===== src/rtl/muldiv_sequencer.sv =====
// muldiv_sequencer: iterative shift-add multiplier / restoring divider that stalls the pipeline.
// Define MULDIV_SIGNED_EN to add the signed_op input and signed MUL/DIV support.
module muldiv_sequencer #(
   parameter int unsigned WIDTH = 32
) (
   input  logic             clk,
   input  logic             rst_n,
   input  logic             start,
   input  logic [3:0]       ALU_control,
   input  logic [WIDTH-1:0] operand_a,
   input  logic [WIDTH-1:0] operand_b,
`ifdef MULDIV_SIGNED_EN
   input  logic             signed_op,
`endif
   input  logic             flush,
   output logic             busy,
   output logic             stall,
   output logic             done,
   output logic [WIDTH-1:0] hi,
   output logic [WIDTH-1:0] lo,
   output logic             div_by_zero
);
   localparam int unsigned CW     = $clog2(WIDTH + 1);
   localparam logic [3:0]  OP_MUL = 4'b0100;
   localparam logic [3:0]  OP_DIV = 4'b0101;

   typedef enum logic [1:0] {S_IDLE, S_RUN, S_DONE} state_t;

   state_t             state_q;
   logic               busy_q, done_q, dbz_q;
   logic [WIDTH-1:0]   hi_q, lo_q;
   logic [CW-1:0]      cnt_q;
   logic               is_div_q, bz_q, neg_q, rneg_q;
   logic [WIDTH-1:0]   mcand_q;
   logic [2*WIDTH-1:0] acc_q, acc_d;
   logic [WIDTH-1:0]   rem_q, rem_d;

   logic               valid_op, accept, sa, sb;
   logic [WIDTH-1:0]   mag_a, mag_b;
   logic [WIDTH:0]     mul_sum, div_shift, div_diff;
   logic               div_ge;
   logic [2*WIDTH-1:0] prod_res;
   logic [WIDTH-1:0]   quo_res, rem_res;

   assign valid_op = (ALU_control == OP_MUL) || (ALU_control == OP_DIV);
   assign accept   = (state_q == S_IDLE) && start && valid_op && !flush;

`ifdef MULDIV_SIGNED_EN
   assign sa = signed_op & operand_a[WIDTH-1];
   assign sb = signed_op & operand_b[WIDTH-1];
`else
   assign sa = 1'b0;
   assign sb = 1'b0;
`endif
   assign mag_a = sa ? -operand_a : operand_a;
   assign mag_b = sb ? -operand_b : operand_b;

   // MUL: acc = {partial product, remaining multiplier bits}; DIV: acc[W-1:0] shifts dividend out, quotient in.
   assign mul_sum   = {1'b0, acc_q[2*WIDTH-1:WIDTH]} + (acc_q[0] ? {1'b0, mcand_q} : '0);
   assign div_shift = {rem_q, acc_q[WIDTH-1]};
   assign div_diff  = div_shift - {1'b0, mcand_q};
   assign div_ge    = div_shift >= {1'b0, mcand_q};

   always_comb begin
      acc_d = acc_q;
      rem_d = rem_q;
      if (is_div_q) begin
         rem_d = div_ge ? WIDTH'(div_diff) : WIDTH'(div_shift);
         acc_d = {acc_q[2*WIDTH-1:WIDTH], acc_q[WIDTH-2:0], div_ge};
      end else begin
         acc_d = {mul_sum, acc_q[WIDTH-1:1]};
      end
   end

   always_comb begin
      prod_res = neg_q ? -acc_q : acc_q;
      quo_res  = bz_q ? '1 : (neg_q ? -acc_q[WIDTH-1:0] : acc_q[WIDTH-1:0]);
      rem_res  = rneg_q ? -rem_q : rem_q;
   end

   always_ff @(posedge clk or negedge rst_n) begin
      if (!rst_n) begin
         state_q  <= S_IDLE;
         busy_q   <= 1'b0;
         done_q   <= 1'b0;
         dbz_q    <= 1'b0;
         hi_q     <= '0;
         lo_q     <= '0;
         cnt_q    <= '0;
         is_div_q <= 1'b0;
         bz_q     <= 1'b0;
         neg_q    <= 1'b0;
         rneg_q   <= 1'b0;
         mcand_q  <= '0;
         acc_q    <= '0;
         rem_q    <= '0;
      end else begin
         done_q <= 1'b0;
         case (state_q)
            S_IDLE: begin
               if (accept) begin
                  state_q  <= S_RUN;
                  busy_q   <= 1'b1;
                  cnt_q    <= CW'(WIDTH);
                  is_div_q <= ALU_control[0];
                  bz_q     <= (operand_b == '0);
                  neg_q    <= sa ^ sb;
                  rneg_q   <= sa;
                  rem_q    <= '0;
                  mcand_q  <= ALU_control[0] ? mag_b : mag_a;
                  acc_q    <= {{WIDTH{1'b0}}, (ALU_control[0] ? mag_a : mag_b)};
               end
            end
            S_RUN: begin
               if (flush) begin
                  state_q <= S_IDLE;
                  busy_q  <= 1'b0;
                  cnt_q   <= '0;
               end else begin
                  acc_q <= acc_d;
                  rem_q <= rem_d;
                  cnt_q <= cnt_q - CW'(1);
                  if (cnt_q == CW'(1)) state_q <= S_DONE;
               end
            end
            S_DONE: begin
               state_q <= S_IDLE;
               busy_q  <= 1'b0;
               if (!flush) begin
                  done_q <= 1'b1;
                  dbz_q  <= is_div_q & bz_q;
                  if (is_div_q) begin
                     hi_q <= rem_res;
                     lo_q <= quo_res;
                  end else begin
                     {hi_q, lo_q} <= prod_res;
                  end
               end
            end
            default: begin
               state_q <= S_IDLE;
               busy_q  <= 1'b0;
            end
         endcase
      end
   end

   assign busy        = busy_q;
   assign stall       = busy_q | accept;
   assign done        = done_q;
   assign hi          = hi_q;
   assign lo          = lo_q;
   assign div_by_zero = dbz_q;

endmodule


===== config.mk =====
export PLATFORM = sky130hd
export DESIGN_NAME = muldiv_sequencer
export DESIGN_NICKNAME = d
export VERILOG_FILES = /design/src/rtl/muldiv_sequencer.sv
export SDC_FILE = /design/constraint.sdc
export NUM_CORES = 1
export LEC_CHECK = 0
export ABC_AREA = 1
export BUFFER_PORTS_ARGS = -buffer_cell sky130_fd_sc_hd__buf_4
export CAP_MARGIN = 30
export CORE_AREA = 3 3 134 188
export CTS_CLUSTER_SIZE = 25
export DETAILED_ROUTE_END_ITERATION = 8
export DIE_AREA = 0 0 137 191
export GPL_ROUTABILITY_DRIVEN = 0
export GPL_TIMING_DRIVEN = 0
export PLACE_DENSITY = 0.9
export SLEW_MARGIN = 20
export SYNTH_ARGS = -nofsm -noshare
export SYNTH_HDL_FRONTEND = slang
export SYNTH_SLANG_ARGS = --single-unit

===== constraint.sdc =====
create_clock -name clk -period 3.7 [get_ports clk]
set_clock_uncertainty 0.2 [all_clocks]
set_input_delay 0.74 -clock clk [delete_from_list [all_inputs] [get_ports clk]]
set_output_delay 0.74 -clock clk [all_outputs]
set_load 0.005 [all_outputs]

==> results of run 1 <==
-- sequential cells by signal (all words and copies together), names as in the netlist, 2 cells and up --
| name | count |
|---|---|
| acc_q | 64 |
| cnt_q | 6 |
| rem_q | 32 |
| state_q | 2 |
| hi | 32 |
| lo | 32 |
| mcand_q | 32 |
-- cell families after synthesis --
kind of cell	share of synthesized area
adders and majority gates	0.0601
buffers and inverters	0.112
AOI/OAI and AO/OA	0.159
and+or+nand+nor	0.301
xor gates and xnor gates	0.0122
DFF	0.356
-- cells in the mapped netlist, drive strengths merged --
library cell / n
nand2: 671
inv: 334
dfrtp: 205
nor2: 175
o21ai: 148
a21oi: 133
nand3: 119
ha: 66
clkbuf: 48
a31oi: 36
buf: 32
o211ai: 31
o221ai: 30
nand4: 20
nand3b: 19
xnor2: 15
nor3: 14
nor4: 7
o21bai: 5
or2: 5
xor2: 5
and2: 4
clkinv: 4
o21a: 4
o22ai: 3
a21boi: 2
a22oi: 2
fa: 2
o31ai: 2
a21o: 1
a32o: 1
nor3b: 1
-- report_power, final --
group,internal [W],leakage (nW),switching [W]
Sequential,0.00267,2.53,0.000332
Combinational,0.00121,5.91,0.00241
Clock,0.00133,0.356,0.000948
-- worst min-delay path, delay by kind of cell (launching register included) --
family	cells	cell delay, ps
flops	1	350
simple gates	2	120
-- metal layers --
metal / vias up / track usage
li1: 7249 / -
met2: 1080 / 0.602
met5: - / 0
met1: 7307 / 0.418
met3: 352 / 0.0674
met4: 0 / 0.301
-- final timing paths --
path	from	slack, ps	to
setup reg to reg	acc_q[0]	270	acc_q[57]
max in group asynchronous	rst_n	1600	rem_q[0]
min in group asynchronous	rst_n	530	lo[13]
hold / removal	bz_q	300	bz_q
hold reg to reg	bz_q	300	bz_q
setup / recovery	acc_q[0]	270	acc_q[57]
-- repair_timing --
action,in CTS,in global routing
endpoints found under the setup margin,0,5
endpoints found under the hold margin,54,0
gates resized for setup,0,3
hold buffers,1,0
-- metrics by stage --
step / hold slack [ps] / power [W]
after floorplan: 244 / 0.00538
after global placement: 267 / 0.00630
after detailed placement: 284 / 0.00644
after CTS: 290 / 0.00874
after global routing: 295 / 0.00939
final: 299 / 0.00889
-- final cells by class --
class	instances	share of cell area
Sequential cell	205	0.308
Clock buffer	32	0.0377
Multi-Input combinational cell	1521	0.460
Clock inverter	7	0.00631
Tap cell	310	0.0233
Timing Repair Buffer	143	0.0675
Inverter	338	0.0762
Buffer	80	0.0212
==> results.tsv, run 1 <==
stage	metric	value	unit
status	outcome	finished, violations left	
status	violations	design-rule violations	
detailed_routing	wl_per_cell	18.7	µm
detailed_routing	initialDrtViolationCount	1965	
pwr	peakVddDrop	358	µV
pwr	p_leak	8.80	nW
floorplan	initial_core_util	0.605	
worst_setup_path	reg2reg_depth	17	
floorplan	core_area	23800	µm²
worst_setup_path	start_kind	flop	
timing	finalSetupTns	0	ps
worst_setup_path	cpMostUsedCell	nand2_1	
detailed_routing	vias	16000	
detailed_routing	highest_layer	met4	
detailed_routing	route.detailed.drc	17	
timing	timing_hold_violations_final	0	
logic_synthesis	synth.distinct_cells	48	
global_routing	grt_max_degree	98	
finish	area_growth	15.6	%
timing	max_freq	291	MHz
worst_setup_path	required	3900	ps
placement	post-place-ws	268	ps
timing	slew_violations	0	
placement	io_buffer_count	139	
detailed_routing	dr_wl_met3	4500	µm
worst_setup_path	max_stage_delay	420	ps
worst_setup_path	crit_path_end_kind	flop	
logic_synthesis	synth_top_area_frac	0.356	
logic_synthesis	seq_area_frac_synth	0.356	
logic_synthesis	syn_area_per_cell	6.72	µm²
timing	relSlewSlack	0.370	
logic_synthesis	netlist.top_cell.by_area	dfrtp_1	
timing	finalCriticalPeriod	3430	ps
detailed_routing	wl	49300	µm
finish	mostFrequentLayoutCell	nand2_1	
logic_synthesis	syn-cell-area	14400	µm²
floorplan	die_y	191	µm
finish	layout_common_cells	nand2_1 (661), inv_1 (321), dfrtp_1 (205)	
finish	utilization	0.699	
cts	clk_pin_slew	70	ps
floorplan	die_area	26200	µm²
timing	worst-slew-pin-transition	943	ps
cts	cts_tree	yes	
global_routing	antenna_found_initial	0	
placement	placed_cells	2595	
timing	finalSetupViolations	0	
finish	multi_input_area	7660	µm²
finish	final_nets	2451	
worst_hold_path	hp-class	reg2reg	
worst_setup_path	path_delay_family	simple AND/OR/NAND/NOR gates	
placement	dp_hpwl	37600	µm
job	maxCapViolCount	0	
worst_hold_path	holdPathStages	2	
global_routing	track_usage	0.370	
finish	fillerInstances	1857	
cts	cts_made_buffers	22	
worst_setup_path	critPathArrivalTime	3630	ps
detailed_routing	viasPerCell	6.07	
cts	clock_path_buffers	3	
worst_setup_path	setup.worst_path.class	reg2reg	
cts	clock_latency	520	ps
detailed_routing	met2WireLength	22900	µm
logic_synthesis	synth_warnings	0	
finish	num_antenna_cells	0	
worst_setup_path	crit_chain	clkbuf_1 > clkbuf_2 > nand2_1 > inv_1 > ha_1 > inv_1 > fa_1 > o21ai_1 > nand2_1 > nand2_1 > nand2_1 > nand2_1 > nand2_1 > nand3_1 > nand2_1 > nand3_1 > nand2_1	
cts	cts_max_level	1	
global_routing	grt_pass1_vias	15300	
worst_setup_path	cp_max_fo	10	
global_routing	grt_first_pass_wirelength	76200	µm
timing	fin_ws	267	ps
timing	rsz0062_at_grt	no	
detailed_routing	firstDrtPassIters	9	
finish	finalNonFillerCells	2636	
finish	finish.instance_area	16700	µm²
worst_setup_path	path_buf_inv	4	
cts	post_cts_buffers	0	
floorplan	rows	67	
placement	dpl_cell_area	15900	µm²
cts	cts_root_buf	clkbuf_16	
logic_synthesis	ys_ff_latch	205	
finish	register_area	5130	µm²
pwr	p_per_area	534	nW/µm²
logic_synthesis	ys_top_cells_by_area	dfrtp_1 (36%), nand2_1 (17%), inv_1 (8.4%), ha_1 (5.7%), a21oi_1 (4.6%)	
detailed_routing	antenna_left	0	
cts	cts.sinks	205	
global_routing	grt-ovfl-total	0	
logic_synthesis	synth_nets	2284	
floorplan	ios	140	
floorplan	die_x	137	µm
detailed_routing	met1Wirelength	16700	µm
worst_setup_path	critical_path_depth	17	
worst_setup_path	worst_path_max_delay_cell	fa_1	
finish	drive_gt1_frac	0.105	
timing	min_period_over_period	0.928	
logic_synthesis	synthCells	2144	
No activity file was read; power rests on OpenSTA's default activity.
==> run 2, diff against run 1 <==
- BUFFER_PORTS_ARGS: -buffer_cell sky130_fd_sc_hd__buf_4 -> -buffer_cell sky130_fd_sc_hd__buf_2
- CTS_CLUSTER_SIZE: 25 -> default
- SLEW_MARGIN: 20 -> 10
==> run 2 against run 1 <==
  * The flow still finishes with violations (design-rule violations)
  * Cell area decreased by 2.2%
  * Utilization decreased by 1.5 points
  * Sequential power about the same
  * Register-to-register slack better by 80 ps
  * Wire length fell by 1.8%
  * Fmax grew 2.5%
  * Sequential share of layout area up 0.68 points
  * Critical endpoint is now acc_q[59]
  * Highest routed layer unchanged
==> results.tsv, run 2 (same netlist as run 1, synthesis figures left out) <==
stage	metric	value	unit	change
status	outcome	finished, violations left		
status	violations	design-rule violations		
pwr	combPwrFrac	0.398		-0.009
global_routing	grt_max_degree	110		+12%
pwr	p_switching	0.00368	W	-0.36%
finish	largest_reg_flops	64		unchanged
finish	layout_common_cells	nand2_1 (661), inv_1 (321), dfrtp_1 (205)		
pwr	seq_power_share	0.336		about the same
cts	clk_pin_slew	70	ps	about the same
finish	regMostFlops	acc_q		
detailed_routing	viasPerCell	5.95		-2.0%
worst_setup_path	start_kind	flop		
timing	rsz0062_at_grt	no		
floorplan	ios	140		unchanged
finish	area_growth	13.1	%	
floorplan	rows	67		unchanged
cts	cts_made_buffers	21		-4.5%
detailed_routing	route.detailed.drc	1		-16
global_routing	track_usage	0.370		about the same
global_routing	grt_pass1_vias	15000		-1.9%
detailed_routing	firstDrtPassIters	9		unchanged
worst_setup_path	crit_chain	clkbuf_1 > clkbuf_2 > nand2_1 > inv_1 > ha_1 > inv_1 > fa_1 > o21ai_0 > nand2_1 > nand2_1 > nand2_1 > nand2_1 > nand3_1 > nand2_1 > nand2_1 > nand3_1 > nand2_1		
timing	max_freq	299	MHz	+2.5%
timing	worst-slew-pin-transition	1100	ps	+157 ps
cts	cts_tree	yes		
worst_setup_path	crit_end	acc_q[59]		
floorplan	initial_core_util	0.605		unchanged
timing	finalCriticalPeriod	3350	ps	-84.5 ps
pwr	peakVddDrop	362	µV	+1.2%
finish	final_nets	2447		-0.16%
timing	timing_hold_violations_final	0		unchanged
worst_setup_path	r2r_slack	350	ps	+80 ps
detailed_routing	vias	15700		-2.1%
floorplan	core_area	23800	µm²	unchanged
worst_setup_path	r2r-end	acc_q[59]		
timing	min_period_over_period	0.905		-0.0228
worst_setup_path	startpoint	acc_q[0]		
cts	cts.sinks	205		unchanged
detailed_routing	wl	48400	µm	-1.8%
floorplan	die_x	137	µm	unchanged
pwr	switching_share	0.414		-0.00147
floorplan	die_area	26200	µm²	unchanged
cts	cts_max_level	1		unchanged
timing	relSlewSlack	0.263		-0.107
placement	dp_hpwl	37200	µm	-1.2%
finish	fillerInstances	1888		+1.7%
worst_setup_path	reg2reg_depth	17		unchanged
detailed_routing	wl_per_cell	18.4	µm	-1.7%
floorplan	die_y	191	µm	unchanged
placement	io_buffer_count	139		unchanged
timing	finalSetupViolations	0		unchanged
worst_setup_path	worst_path_max_delay_cell	fa_1		
worst_setup_path	cp_max_fo	10		unchanged
finish	utilization	0.684		-0.0152
global_routing	grt_first_pass_wirelength	75800	µm	-0.50%
worst_setup_path	crit_path_end_kind	flop		
timing	whs	81.0	ps	-218 ps
cts	cts_root_buf	clkbuf_16		
detailed_routing	antenna_left	0		unchanged
pwr	pwr-share-clk	0.266		+0.010
pwr	p_leak	8.66	nW	-1.5%
pwr	intPower	0.00521	W	+0.25%
cts	clock_path_buffers	3		unchanged
cts	post_cts_buffers	0		unchanged
worst_hold_path	hp-class	in2async		
global_routing	antenna_found_initial	1		+1
finish	mostFrequentLayoutCell	nand2_1		
worst_setup_path	setup.worst_path.class	reg2reg		
worst_setup_path	max_stage_delay	410	ps	about the same
finish	drive_gt1_frac	0.106		+0.00104
worst_setup_path	cpMostUsedCell	nand2_1		
pwr	p_per_area	546	nW/µm²	+2.2%
detailed_routing	initialDrtViolationCount	2206		+12%
global_routing	grt-ovfl-total	0		unchanged
worst_setup_path	r2r_start	acc_q[0]		
job	maxCapViolCount	0		unchanged
timing	slew_violations	0		unchanged
worst_setup_path	critPathArrivalTime	3560	ps	-70 ps
cts	clock_latency	520	ps	about the same
worst_setup_path	required	3910	ps	about the same
run 2: changes by cell type in the layout (fill, tap and decap cells not counted), sizes merged, moves of 2 or more:
cell,delta
clkbuf,-7
buf,-2
bufinv,+2
inv,+2
run 2: what timing repair did:
| item | in CTS | in global routing |
|---|---|---|
| hold buffers | 0 | 0 |
| resized for setup | 0 | 2 |
| endpoints found under the setup margin | 0 | 1 |
run 2: cell type report:
class	instances	area [µm²]	share of cell area
Antenna cell	1	2.50	0.000154
Buffer	80	353	0.0217
Clock buffer	25	571	0.0350
Clock inverter	13	189	0.0116
Inverter	338	1270	0.0779
Multi-Input combinational cell	1521	7660	0.470
Sequential cell	205	5130	0.315
Tap cell	310	388	0.0238
Timing Repair Buffer	140	733	0.0450
run 2: metal layers:
metal	part of all wire	vias up	routed length [µm]	track usage
li1	-	7226	-	-
met1	0.34	7107	16700	0.441
met2	0.46	1010	22100	0.585
met3	0.098	315	4750	0.0603
met4	0.10	0	4880	0.293
met5	0	-	0	0
run 2: worst min path at each step:
stage               start       end  depth (start not counted)
floorplan           rst_n  acc_q[0]                          0
global placement     bz_q      bz_q                          2
detailed placement   bz_q      bz_q                          2
CTS                 rst_n     lo[9]                          1
global route        rst_n    lo[12]                          1
finish              rst_n    lo[12]                          1
run 2: metrics by stage:
| step | total power [W] | cells | cell area (µm²) | setup slack [ps] | TNS, ps |
|---|---|---|---|---|---|
| after floorplan | 0.00538 | 2144 | 14400 | 1010 | 0 |
| after global placement | 0.00624 | 2593 | 15500 | -1580 | -317020 |
| after detailed placement | 0.00638 | 2594 | 15500 | 281 | 0 |
| after CTS | 0.00873 | 2632 | 16300 | 290 | 0 |
| after global routing | 0.00942 | 2632 | 16300 | 90.1 | 0 |
| final | 0.00889 | 2633 | 16300 | 351 | 0 |
run 2: power groups by stage:
| stage | sequential [W] | clock (W) | combinational [W] |
|---|---|---|---|
| after floorplan | 0.00291 | 0 | 0.00247 |
| after global placement | 0.00299 | 0 | 0.00326 |
| after detailed placement | 0.00300 | 0 | 0.00338 |
| after CTS | 0.00297 | 0.00235 | 0.00341 |
| after global routing | 0.00303 | 0.00245 | 0.00394 |
| final | 0.00299 | 0.00236 | 0.00354 |
run 2: worst max-delay path: cells and delay by family, from the launching register on:
family	cells	cell delay, ps
buffers and inverters	4	730
adders and majority gates	2	580
DFF	1	330
AOI/OAI and AO/OA	1	380
and+or+nand+nor	10	1040
